===== src/rtl/fbw_stream_loader_pkg.sv =====
// Shared frame-buffer write-side definitions: default panel geometry, derived widths, FSM states.
// Latency: n/a (definitions only).
// Backpressure: n/a (definitions only).
package fbw_stream_loader_pkg;

    // Default panel geometry; must stay powers of two so row/col counters wrap naturally.
    localparam int DEF_N_ROWS   = 64;
    localparam int DEF_N_COLS   = 64;
    localparam int PIX_BITDEPTH = 16;

    localparam int LOG_N_ROWS = $clog2(DEF_N_ROWS);
    localparam int LOG_N_COLS = $clog2(DEF_N_COLS);

    // Loader sequencing states.
    typedef enum logic [2:0] {
        ST_SYNC       = 3'd0,
        ST_WAIT_ROW   = 3'd1,
        ST_LOAD       = 3'd2,
        ST_FLUSH      = 3'd3,
        ST_STORE      = 3'd4,
        ST_FRAME_WAIT = 3'd5
    } state_e;

    // Which byte of the current pixel is expected next.
    typedef enum logic {
        HALF_LO = 1'b0,
        HALF_HI = 1'b1
    } half_e;

    // A pixel as presented on the frame-buffer write port: {hi, lo}.
    typedef struct packed {
        logic [7:0] hi;
        logic [7:0] lo;
    } pixel_t;

endpackage


===== src/rtl/fbw_stream_loader.sv =====
// Packs a byte stream (lo byte first) into 16-bit pixels and writes them row by row into the hub75 frame buffer.
// Latency: pixel write one cycle after its hi byte is accepted; row store/swap two cycles after the last hi byte.
// Backpressure: in_ready low while flushing/storing a row, waiting for fbw_row_rdy, or waiting for frame_rdy.
module fbw_stream_loader
    import fbw_stream_loader_pkg::*;
#(
    parameter int N_ROWS   = DEF_N_ROWS,
    parameter int N_COLS   = DEF_N_COLS,
    parameter int BITDEPTH = PIX_BITDEPTH
) (
    input  logic                      clk,
    input  logic                      rst_n,
    input  logic [7:0]                in_data,
    input  logic                      in_valid,
    input  logic                      in_sof,
    output logic                      in_ready,
    output logic [$clog2(N_ROWS)-1:0] fbw_row_addr,
    output logic                      fbw_row_store,
    input  logic                      fbw_row_rdy,
    output logic                      fbw_row_swap,
    output logic [BITDEPTH-1:0]       fbw_data,
    output logic [$clog2(N_COLS)-1:0] fbw_col_addr,
    output logic                      fbw_wren,
    output logic                      frame_swap,
    input  logic                      frame_rdy,
    output logic                      frame_done,
    output logic                      stat_resync
);

    localparam int RW = $clog2(N_ROWS);
    localparam int CW = $clog2(N_COLS);

    state_e         state_q,  state_d;
    logic [RW-1:0]  row_q,    row_d;
    logic [CW-1:0]  col_q,    col_d;
    half_e          half_q,   half_d;
    logic [7:0]     lo_q,     lo_d;
    logic           wren_q,   wren_d;
    pixel_t         wdat_q,   wdat_d;
    logic [CW-1:0]  wcol_q,   wcol_d;
    logic           resync_q, resync_d;
    logic           row_store;
    logic           frm_swap;
    logic           at_frame_start;

    // A sof byte is legitimate only where the lo byte of row 0 / col 0 is expected.
    assign at_frame_start = (row_q == '0) && (col_q == '0) && (half_q == HALF_LO);

    // Next-state, datapath and handshake decode.
    always_comb begin
        state_d   = state_q;
        row_d     = row_q;
        col_d     = col_q;
        half_d    = half_q;
        lo_d      = lo_q;
        wren_d    = 1'b0;
        wdat_d    = wdat_q;
        wcol_d    = wcol_q;
        resync_d  = 1'b0;
        in_ready  = 1'b0;
        row_store = 1'b0;
        frm_swap  = 1'b0;

        case (state_q)
            ST_SYNC: begin
                // Bytes are swallowed until a sof byte starts a frame.
                in_ready = fbw_row_rdy;
                if (in_valid && fbw_row_rdy && in_sof) begin
                    lo_d    = in_data;
                    row_d   = '0;
                    col_d   = '0;
                    half_d  = HALF_HI;
                    state_d = ST_LOAD;
                end
            end
            ST_WAIT_ROW: begin
                if (fbw_row_rdy) begin
                    state_d = ST_LOAD;
                end
            end
            ST_LOAD: begin
                in_ready = 1'b1;
                if (in_valid) begin
                    if (in_sof && !at_frame_start) begin
                        // Out-of-place sof: drop the partial row and restart the frame on this byte.
                        resync_d = 1'b1;
                        row_d    = '0;
                        col_d    = '0;
                        lo_d     = in_data;
                        half_d   = HALF_HI;
                    end else if (half_q == HALF_LO) begin
                        lo_d   = in_data;
                        half_d = HALF_HI;
                    end else begin
                        wren_d    = 1'b1;
                        wdat_d.hi = in_data;
                        wdat_d.lo = lo_q;
                        wcol_d    = col_q;
                        col_d     = col_q + 1'b1;
                        half_d    = HALF_LO;
                        if (&col_q) begin
                            state_d = ST_FLUSH;
                        end
                    end
                end
            end
            ST_FLUSH: begin
                // The last pixel's registered write is on the port this cycle.
                state_d = ST_STORE;
            end
            ST_STORE: begin
                row_store = 1'b1;
                if (&row_q) begin
                    state_d = ST_FRAME_WAIT;
                end else begin
                    row_d   = row_q + 1'b1;
                    state_d = ST_WAIT_ROW;
                end
            end
            ST_FRAME_WAIT: begin
                if (frame_rdy) begin
                    frm_swap = 1'b1;
                    row_d    = '0;
                    col_d    = '0;
                    state_d  = ST_WAIT_ROW;
                end
            end
            default: begin
                state_d = ST_SYNC;
            end
        endcase
    end

    // State, counters and the registered write port.
    always_ff @(posedge clk or negedge rst_n) begin
        if (!rst_n) begin
            state_q  <= ST_SYNC;
            row_q    <= '0;
            col_q    <= '0;
            half_q   <= HALF_LO;
            lo_q     <= '0;
            wren_q   <= 1'b0;
            wdat_q   <= '0;
            wcol_q   <= '0;
            resync_q <= 1'b0;
        end else begin
            state_q  <= state_d;
            row_q    <= row_d;
            col_q    <= col_d;
            half_q   <= half_d;
            lo_q     <= lo_d;
            wren_q   <= wren_d;
            wdat_q   <= wdat_d;
            wcol_q   <= wcol_d;
            resync_q <= resync_d;
        end
    end

    assign fbw_row_addr  = row_q;
    assign fbw_row_store = row_store;
    assign fbw_row_swap  = row_store;
    assign fbw_data      = wdat_q;
    assign fbw_col_addr  = wcol_q;
    assign fbw_wren      = wren_q;
    assign frame_swap    = frm_swap;
    assign frame_done    = frm_swap;
    assign stat_resync   = resync_q;

endmodule


===== config.mk =====
export PLATFORM = sky130hd
export DESIGN_NAME = fbw_stream_loader
export DESIGN_NICKNAME = d
export VERILOG_FILES = /design/src/rtl/fbw_stream_loader_pkg.sv /design/src/rtl/fbw_stream_loader.sv
export SDC_FILE = /design/constraint.sdc
export NUM_CORES = 1
export LEC_CHECK = 0
export BUFFER_PORTS_ARGS = -buffer_cell sky130_fd_sc_hd__buf_2
export CORE_MARGIN = 1.5
export CORE_UTILIZATION = 50
export DETAILED_ROUTE_END_ITERATION = 8
export PLACE_DENSITY = 0.74
export SLEW_MARGIN = 40
export SYNTH_ARGS = -nofsm -noshare
export SYNTH_HDL_FRONTEND = slang
export SYNTH_SLANG_ARGS = --single-unit

===== constraint.sdc =====
create_clock -name clk -period 2.9 [get_ports clk]
set_input_delay 0.435 -clock clk [delete_from_list [all_inputs] [get_ports clk]]
set_output_delay 0.435 -clock clk [all_outputs]
set_load 0.05 [all_outputs]

==> results.md, run 1 <==
* Post-route DRC at 0
* Initial antenna violation count at 0
* Total number of vias at 1525
* Rel. slew slack at between 50% and 60%
* Detail Route met3 WL at around 110 um
* Post-synthesis adder-cell area fraction at approximately 2.2%
* Clk sinks at 48
* I/O pin total at 49
* Final setup fails at 0
* Layout area overhead at 14.6%
* Worst slew pin tran at 642 ps
* Inserted Clock Buffers at 5
* Post-Synth XOR/XNOR Area at 0%
* Cells after Synth at between 150 and 200
* Post-Synth Simple-Gate Area at about a tenth
* Highest routing layer actually used: met4
* Root Driver: clkbuf_8
* Number of synthesis warnings at 0
* Worst vdd ir at approximately 0.00061 V
* Post-cts resize count at 0
* Post CTS Setup Buffer Count at 0
* Arrival @ worst endpoint at approximately 2400 ps
* Max Slew Vio Count at 0
* Hold_buf cts at 0
* Initial Util at about half
* CP Class: reg2reg
* Seq/Total Area, Yosys at 53.6%
* Critical Path End Type: flop
* Clock transition at path regs at around 90 ps
* Number of global-route vias before repair at approximately 1500
* HPWL Detailed at about 2800 um
* Area post-placement at 2490 um^2
* Hold WC Path Type: in2async
* Clk buf depth at 2
* #FFs+latches synth at 48
* Commonest non-fill, non-tap cell in the layout: dfrtp_1
* Largest net degree at the start of global routing at 49
* Port bufs at 48
* Cell area after synthesis at 2240 um^2
* Crit path max fanout at 26
* Slowest stage delay, CP at ~430 ps
* Cells along the critical path: inv_1, ha_1, nor4bb_1, a31oi_1, or3_1, buf_4, mux2_4
* CP max stage cell: dfrtp_1
* Die W at about 70 um
* Period minus WS final at 2220 ps
* Mean area per synthesized cell at approximately 12 um^2
* Drt total wl at 3960 um
* Leak Pwr at 1.33 nW
* Syn nets at ~210
* Clock Latency Late Sink at around 300 ps
* First-pass GRT wire length at around 7000 um
* Drt pass-1 iters at 4
* Final Cell Area at between 2000 and 3000 um^2
* Power per cell area at around 1200 nW/um^2
* DR WL/cell at 13.7 um
* Max Clock Skew at slightly above 6 ps
* Highest Clock Rate at 0.451 GHz
* Mux cell area share after synthesis at between 10% and 20%
* Cell variety after synth at 38
* Tot Pwr at ~0.0031 W
* RSZ-0062 raised after global routing: no
* Final net count at between 200 and 300
* Antenna-violating nets left at 0
* Met1 WL at around 1800 um
* Combinational family with the most area after synthesis: multiplexers
* Layout cells sized above 1 at 36.4%
* CTS tree: built
* Die area at approximately 5000 um^2
* Routed wl met2 at 1930 um
* Commonest non-fill, non-tap cells in the layout: dfrtp_1, buf_2, nand2_1
* Outcome: finished clean
* Synth Area in Compound Gates at between 10% and 20%
* Die Ht at between 60 and 70 um
* Fin Setup TNS at 0 ps
* Vias/cell at between 5 and 6
* Grt total ovfl at 0
* Crit path required time at roughly 3100 ps
* GRT Util Overall at 17.4%
* Inserted Diodes at 0
* GP Congestion at 0.848
* H-tree levels at 2
* Num rows at 24
* Core Footprint at about 4300 um^2
* Endpoints failing hold at 0
* Detailed Route Iter0 Violations at 124
* Worst R2R Start: col_q[0]
* Final Cycle Share at between 70% and 80%
* Type of origin of the critical path: flop
* Worst setup path start: col_q[0]
* Max capacitance violation total at 0
[final timing paths]
kind	endpoint	slack [ps]	cells past startpoint
worst max-delay path	fbw_data[3]	680	7
worst min-delay path	fbw_data[14]	120	1
worst max register to register	fbw_data[3]	680	7
worst min register to register	fbw_col_addr[1]	480	2
max in group asynchronous	lo_q[4]	2380	1
min in group clk	fbw_data[14]	370	2
[registers in the layout, indices dropped and copies added, names as in the netlist]
name and count:
fbw_data 16, fbw_row_addr 6, fbw_wren 1, state_q 3
half_q 1, lo_q 8, col_q 6, stat_resync 1
fbw_col_addr 6
[Yosys cell counts]
cell type / number / area, um^2
o2111ai_1: 1 / 8.76
buf_2: 1 / 5.00
a21boi_0: 1 / 7.51
or3_1: 1 / 6.26
a211o_1: 1 / 8.76
nand2b_1: 2 / 12.5
clkinv_1: 1 / 3.75
inv_1: 11 / 41.3
o2bb2ai_1: 2 / 17.5
and2_1: 1 / 6.26
nor2_1: 11 / 41.3
nand4_1: 2 / 12.5
and3_1: 1 / 6.26
a31oi_1: 5 / 31.3
nor4bb_1: 1 / 10.0
a21oi_1: 4 / 20.0
mux2i_1: 2 / 20.0
dfrtp_1: 48 / 1200
a22o_1: 4 / 35.0
mux2_4: 14 / 210
nor3_1: 3 / 15.0
ha_1: 4 / 50.1
nand2_1: 16 / 60.1
buf_12: 1 / 20.0
o31ai_1: 1 / 7.51
o21ai_0: 9 / 45.0
mux2_2: 14 / 158
nor4_1: 1 / 6.26
nand3_1: 7 / 35.0
a41oi_1: 1 / 8.76
or2_2: 1 / 6.26
nor3b_1: 2 / 15.0
buf_4: 2 / 15.0
o22ai_1: 1 / 6.26
a21o_1: 6 / 45.0
o211ai_2: 1 / 12.5
clkbuf_1: 2 / 7.51
buf_6: 2 / 22.5
[where the power goes]
part / leakage [nW] / switching [W] / internal [W]
sequential: 0.610 / 0.000198 / 0.000922
clock: 0.0400 / 0.000214 / 0.000163
combinational: 0.680 / 0.00109 / 0.000561
[kinds of logic (layout without fill, tap and decap cells)]
| group | count (synthesis) | in the layout |
|---|---|---|
| AO/OA/AOI/OAI | 37 | 37 |
| adder cells (fa/ha/maj) | 4 | 4 |
| buffers and inverters | 20 | 68 |
| flip-flops | 48 | 48 |
| multiplexers | 30 | 30 |
| AND/OR/NAND/NOR | 49 | 49 |
[area by class of cell]
class | count | area, um^2
clock buffer | 5 | 68.8
clock inverter | 2 | 12.5
fill | 381 | 1760
inverter | 12 | 45.0
multi-input combinational | 120 | 925
sequential | 48 | 1200
tap | 52 | 65.1
timing repair buffer | 49 | 250
[per-layer routing]
layer	vias up	global-route usage (%)
met4	0	7.05
met1	733	23.9
met2	24	27.3
li1	762	-
met3	6	3.46
met5	-	0
[per-stage QoR]
step	hold WS (ps)	utilization, %	worst slack, ps	std cells
2_1_floorplan	139	-	553	188
6_report	124	59.4	685	288
3_3_place_gp	475	57.4	749	281
5_1_grt	175	59.4	543	288
3_5_place_dp	469	57.5	687	281
4_1_cts	151	59.4	676	288
[critical path, delay by kind of cell (launching register included)]
| kind | cells | cell delay [ps] |
|---|---|---|
| buffers and inverters | 2 | 350 |
| AOI/OAI and AO/OA | 1 | 190 |
| adders and majority gates | 1 | 140 |
| and+or+nand+nor | 2 | 650 |
| DFF | 1 | 430 |
| muxes | 1 | 330 |
(Power assumes the default switching activity.)
==> inputs of run 2 (changes only) <==
ABC_AREA = 1   (was not set)
clock period = 2.1 ns   (was 2.9 ns; I/O delays follow)
==> run 2 against run 1 <==
Compared with the run above: highest routed layer unchanged; global-route usage is 2.6 points higher; sequential share of layout area decreased by 3.6 points; flip-flop and latch count unchanged; synthesized area up 8.6%; final area up 8.4%; critical path type is now reg2out; clock-buffer cell count increased by 1; routed wire length rose by 21%; combinational power rose by 42%; largest cell class unchanged; clock skew grew 0.85 ps; sequential power up 33%; via count grew 31%.
==> results.md, run 2 <==
* Count leader, synth: nand2_1
* Vias/cell at 4.93
* Commonest non-fill, non-tap cell in the layout: nand2_1
* Endpoints failing hold at 0
* FF-to-FF End: fbw_row_addr[5]
* Number of synthesized flops with an enable pin at 0
* Outcome: finished clean
* Layout cells sized above 1 at 24.1%
* Worst slew pin tran at a little under 600 ps
* Worst R2R Start: state_q[1]
* Drt pass-1 iters at 4
* Type of origin of the critical path: flop
* Largest net degree at the start of global routing at between 40 and 50
* Antenna-violating nets left at 0
* Period minus WS final at 1820 ps
* Mean area per synthesized cell at roughly 8 um^2
* Crit path required time at approximately 1800 ps
* Die W at approximately 73 um
* Worst vdd ir at 0.000757 V
* Tot Pwr at 0.00440 W
* Hold_buf cts at 0
* Clk buf depth at 2
* Total number of vias at between 2000 and 2500
* Final Cell Area at approximately 2800 um^2
* Hold WC Path Type: in2async
* Drt total wl at ~4800 um
* GRT Util Overall at 20.0%
* Syn nets at 320
* Arrival @ worst endpoint at around 1500 ps
* Worst reg-to-reg setup slack at around 500 ps
* Root Driver: clkbuf_8
* Number of global-route vias before repair at about 1800
* Yosys top cell by area: dfrtp_1
* Rel. slew slack at 60.9%
* Non-filler cells in the finished layout at 406
* #FFs+latches synth at between 40 and 50
* CTS tree: built
* Clock Latency Late Sink at ~300 ps
* Clock transition at path regs at about 80 ps
* Core Footprint at around 4700 um^2
* Synth top area cells: dfrtp_1, nand2_1, nand3_1, nor2_1, inv_1
* H-tree levels at 2
* Cells after Synth at between 300 and 400
* Number of synthesis warnings at 0
* Critical Path End Type: primary output
* HPWL Detailed at between 3000 and 4000 um
* Max reg flops at 16
* Clk sinks at between 40 and 50
* Port bufs at 48
* Placed cells at 398
* CP Class: reg2out
* Initial antenna violation count at 0
* Most used DFF post-synth: dfrtp_1
* Seq/Total Area, Yosys at around half
* Detailed Route Iter0 Violations at around 130
* Post-route DRC at 0
* Die area at 5290 um^2
* Post CTS Setup Buffer Count at 0
* Yosys top cell area share at between 40 and 50%
* GP Congestion at 0.880
* Cell area after synthesis at around 2400 um^2
* Post-route setup slack at roughly 280 ps
* Fin Setup TNS at 0 ps
* Filler Cells Inserted at around 440
* DR WL/cell at ~12 um
* Reg2Reg Depth at 9
* Max capacitance violation total at 0
* Power per cell area at ~1600 nW/um^2
* Initial Util at approximately half
* Inserted Clock Buffers at 5
* Die Ht at roughly 73 um
* Cell variety after synth at 27
* Worst setup path start: state_q[1]
* Highest Clock Rate at 0.549 GHz
* Commonest non-fill, non-tap cells in the layout: nand2_1, dfrtp_1, buf_2
* Max Clock Skew at between 6 and 7 ps
* Crit path max fanout at 8
* I/O pin total at 49
* Layout area overhead at 14.3%
* Post-cts resize count at 0
* Pre-CTS setup slack at approximately 490 ps
* Inserted Diodes at 0
* Final Cycle Share at between 80% and 90%
* Worst Setup EP: fbw_row_swap
* Top cells by count, synth: nand2_1, dfrtp_1, nand3_1
* First-pass GRT wire length at 8260 um
* Final net count at around 370
* Final setup fails at 0
* Grt total ovfl at 0
* Asr flop ratio synth at 100%
* Area post-placement at 2690 um^2
* Num rows at 25
* Leak Pwr at approximately 1.6 nW
* RSZ-0062 raised after global routing: no
* Max Slew Vio Count at 0
run 2: cell types whose count changed after synthesis, moves of 7 or more:
cell and delta:
nand2_1 +123, nand3_1 +16, mux2_2 -14, mux2_4 -14, nor2_1 +8, inv_1 +7
run 2: power breakdown:
group	internal, W	leakage, nW	total (W)	switching [W]
sequential	0.00124	0.626	0.00149	0.000248
combinational	0.000612	0.941	0.00234	0.00173
clock	0.000269	0.0516	0.000575	0.000306
run 2: per-layer routing:
layer | global-route usage [%] | up-vias | wire (um) | part of all wire (%)
met5 | 0 | - | 0 | 0
met4 | 6.71 | 0 | 70 | 1.5
met3 | 4.28 | 9 | 186 | 3.9
met2 | 31.4 | 42 | 2210 | 46
met1 | 27.7 | 926 | 2330 | 49
li1 | - | 1026 | - | -
run 2: worst min-delay path by stage:
stage / start / to / slack [ps]
after floorplan: rst_n / col_q[0] / 20
after global placement: rst_n / fbw_col_addr[1] / 440
after detailed placement: rst_n / fbw_col_addr[3] / 440
after CTS: rst_n / stat_resync / 120
after global routing: rst_n / fbw_col_addr[3] / 160
final: rst_n / fbw_col_addr[5] / 100
run 2: cell families after synthesis:
kind of cell,share of synthesized area [%]
DFF,49.4
adders and majority gates,2.06
and+or+nand+nor,37.4
xor gates and xnor gates,1.08
buffers and inverters,6.84
AOI/OAI and AO/OA,3.29
run 2: stage by stage:
stage	util, %	hold slack [ps]
after floorplan	-	19.4
after global placement	57.3	439
after global routing	59.3	160
after detailed placement	57.3	444
final	59.3	96.8
after CTS	59.3	117
run 2: layout make-up:
type / instances / area (um^2) / share of cell area [%]
sequential: 48 / 1200 / 43.2
inverter: 23 / 88.8 / 3.19
clock buffer: 6 / 82.6 / 2.97
tap: 54 / 67.6 / 2.43
clock inverter: 2 / 13.8 / 0.495
multi-input combinational: 222 / 1070 / 38.3
timing repair buffer: 51 / 263 / 9.44
run 2: critical path: stages, from the launching register on:
cell     delay [ps]
dfrtp_1         520
inv_2           100
nand2_1         100
nor2_4          180
buf_2           300
==> inputs of run 3 (changes only) <==
PLACE_DENSITY = not set   (was 0.74)
PLACE_DENSITY_LB_ADDON = 0.08   (was not set)
==> run 3 against run 2 <==
Compared with the run above: worst setup slack better by 37 ps; first-iteration DRC count up 48%; non-clock buffer count rose by 1; clock-buffer cell count stayed put; global-route usage up 0.15 points; flip-flop and latch count did not move; power is 0.45% higher; routed wire length up 2.4%; die area unchanged; highest routed layer unchanged.
==> results.md, run 3 (synthesis gave the netlist of run 2 again) <==
* Initial Util at 51.9%
* Clock Latency Late Sink at approximately 300 ps
* Worst vdd ir at 0.000915 V
* Power per cell area at 1580 nW/um^2
* I/O pin total at 49
* Inserted Clock Buffers at 5
* Filler Cells Inserted at 430
* Clk sinks at 48
* Endpoints failing hold at 0
* Worst slew pin tran at slightly above 500 ps
* Die area at around 5300 um^2
* Final Cycle Share at between 80 and 90%
* CTS tree: built
* Drt pass-1 iters at 4
* Pre-CTS setup slack at between 500 and 600 ps
* Max Slew Vio Count at 0
* Commonest non-fill, non-tap cell in the layout: nand2_1
* Initial antenna violation count at 0
* Fin Setup TNS at 0 ps
* Largest net degree at the start of global routing at 29
* H-tree levels at 2
* Area post-placement at 2700 um^2
* Port bufs at 48
* Vias/cell at between 4 and 5
* Final net count at between 300 and 400
* Total number of vias at around 2000
* DR WL/cell at approximately 12 um
* Layout cells sized above 1 at about 24%
* Outcome: finished clean
* Post-route DRC at 0
* Die Ht at just over 70 um
* GP Congestion at approximately 0.9
* Arrival @ worst endpoint at 1470 ps
* Core Footprint at ~4700 um^2
* Num rows at 25
* Type of origin of the critical path: flop
* Drt total wl at between 4000 and 5000 um
* Critical Path End Type: primary output
* Post-route setup slack at about 320 ps
* Max capacitance violation total at 0
* Commonest non-fill, non-tap cells in the layout: nand2_1, dfrtp_1, buf_2
* HPWL Detailed at between 3000 and 4000 um
* Period minus WS final at about 1800 ps
* Antenna-violating nets left at 0
* Clock transition at path regs at ~90 ps
* Crit path required time at 1780 ps
* Hold WC Path Type: in2reg
* Die W at between 70 and 80 um
* Rel. slew slack at 66.3%
* RSZ-0062 raised after global routing: no
* Layout area overhead at 15.3%
* Highest Clock Rate at between 0.5 and 0.6 GHz
* Detailed Route Iter0 Violations at 188
* Final setup fails at 0
* CP Class: reg2out
* Root Driver: clkbuf_8
* Crit path max fanout at 8
* Final Cell Area at roughly 2800 um^2
* Inserted Diodes at 0
* First-pass GRT wire length at roughly 8200 um
* Clk buf depth at 2
* Number of global-route vias before repair at approximately 1800
* Final hold slack at ~220 ps
* Grt total ovfl at 0
* Max reg flops at 16
* Leak Pwr at around 1.6 nW
* GRT Util Overall at 20.2%
* Max Clock Skew at between 6 and 7 ps
-- run 3: changes by cell type in the layout (fill, tap and decap cells not counted) --
cell	delta
dlygate4sd3_1	+1
clkinv_2	-1
inv_6	-1
buf_4	-1
clkinvlp_4	+2
buf_12	+1
-- run 3: critical path, stage by stage (launching register included) --
cell and delay (ps):
dfrtp_1 520, inv_2 100, nand2_1 90, nor2_4 170, buf_2 290
-- run 3: final timing paths --
path | startpoint | endpoint | slack [ps] | cells after the start
worst max-delay path | state_q[1] | fbw_row_store | 320 | 4
worst min-delay path | in_data[2] | fbw_data[10] | 220 | 3
worst max register to register | col_q[1] | fbw_row_addr[2] | 560 | 10
worst min register to register | lo_q[3] | fbw_data[3] | 480 | 2
max in group asynchronous | rst_n | half_q | 1070 | 3
min in group asynchronous | rst_n | state_q[2] | 510 | 2
-- run 3: final cells by class --
type | instances | area [um^2] | area share, %
Tap cell | 54 | 67.6 | 2.41
Clock buffer | 6 | 82.6 | 2.94
Clock inverter | 2 | 15.0 | 0.535
Multi-Input combinational cell | 222 | 1070 | 38.0
Timing Repair Buffer | 52 | 285 | 10.2
Inverter | 23 | 88.8 | 3.17
Sequential cell | 48 | 1200 | 42.8
-- run 3: routing by layer --
layer | vias to the layer above | track usage, % | share of wire (%)
li1 | 1026 | - | -
met1 | 921 | 29.2 | 50
met2 | 39 | 30.8 | 46
met3 | 5 | 4.97 | 3.6
met4 | 0 | 4.40 | 0.73
met5 | - | 0 | 0
-- run 3: through the flow --
stage | instances | total power (W) | util [%]
finish | 407 | 0.00442 | 59.8
global route | 407 | 0.00475 | 59.8
CTS | 407 | 0.00446 | 59.8
detailed placement | 398 | 0.00386 | 57.5
global placement | 398 | 0.00385 | 57.5
floorplan | 302 | 0.00339 | -
-- run 3: what timing repair did --
action | in CTS | in global routing
hold endpoints to repair | 20 | 0
setup buffers | 0 | 0
hold buffers | 1 | 0
gates resized for setup | 0 | 0
-- run 3: report_power, final --
group	internal (W)	total [W]	switching (W)
clock	0.000267	0.000590	0.000323
sequential	0.00124	0.00148	0.000241
combinational	0.000614	0.00235	0.00174
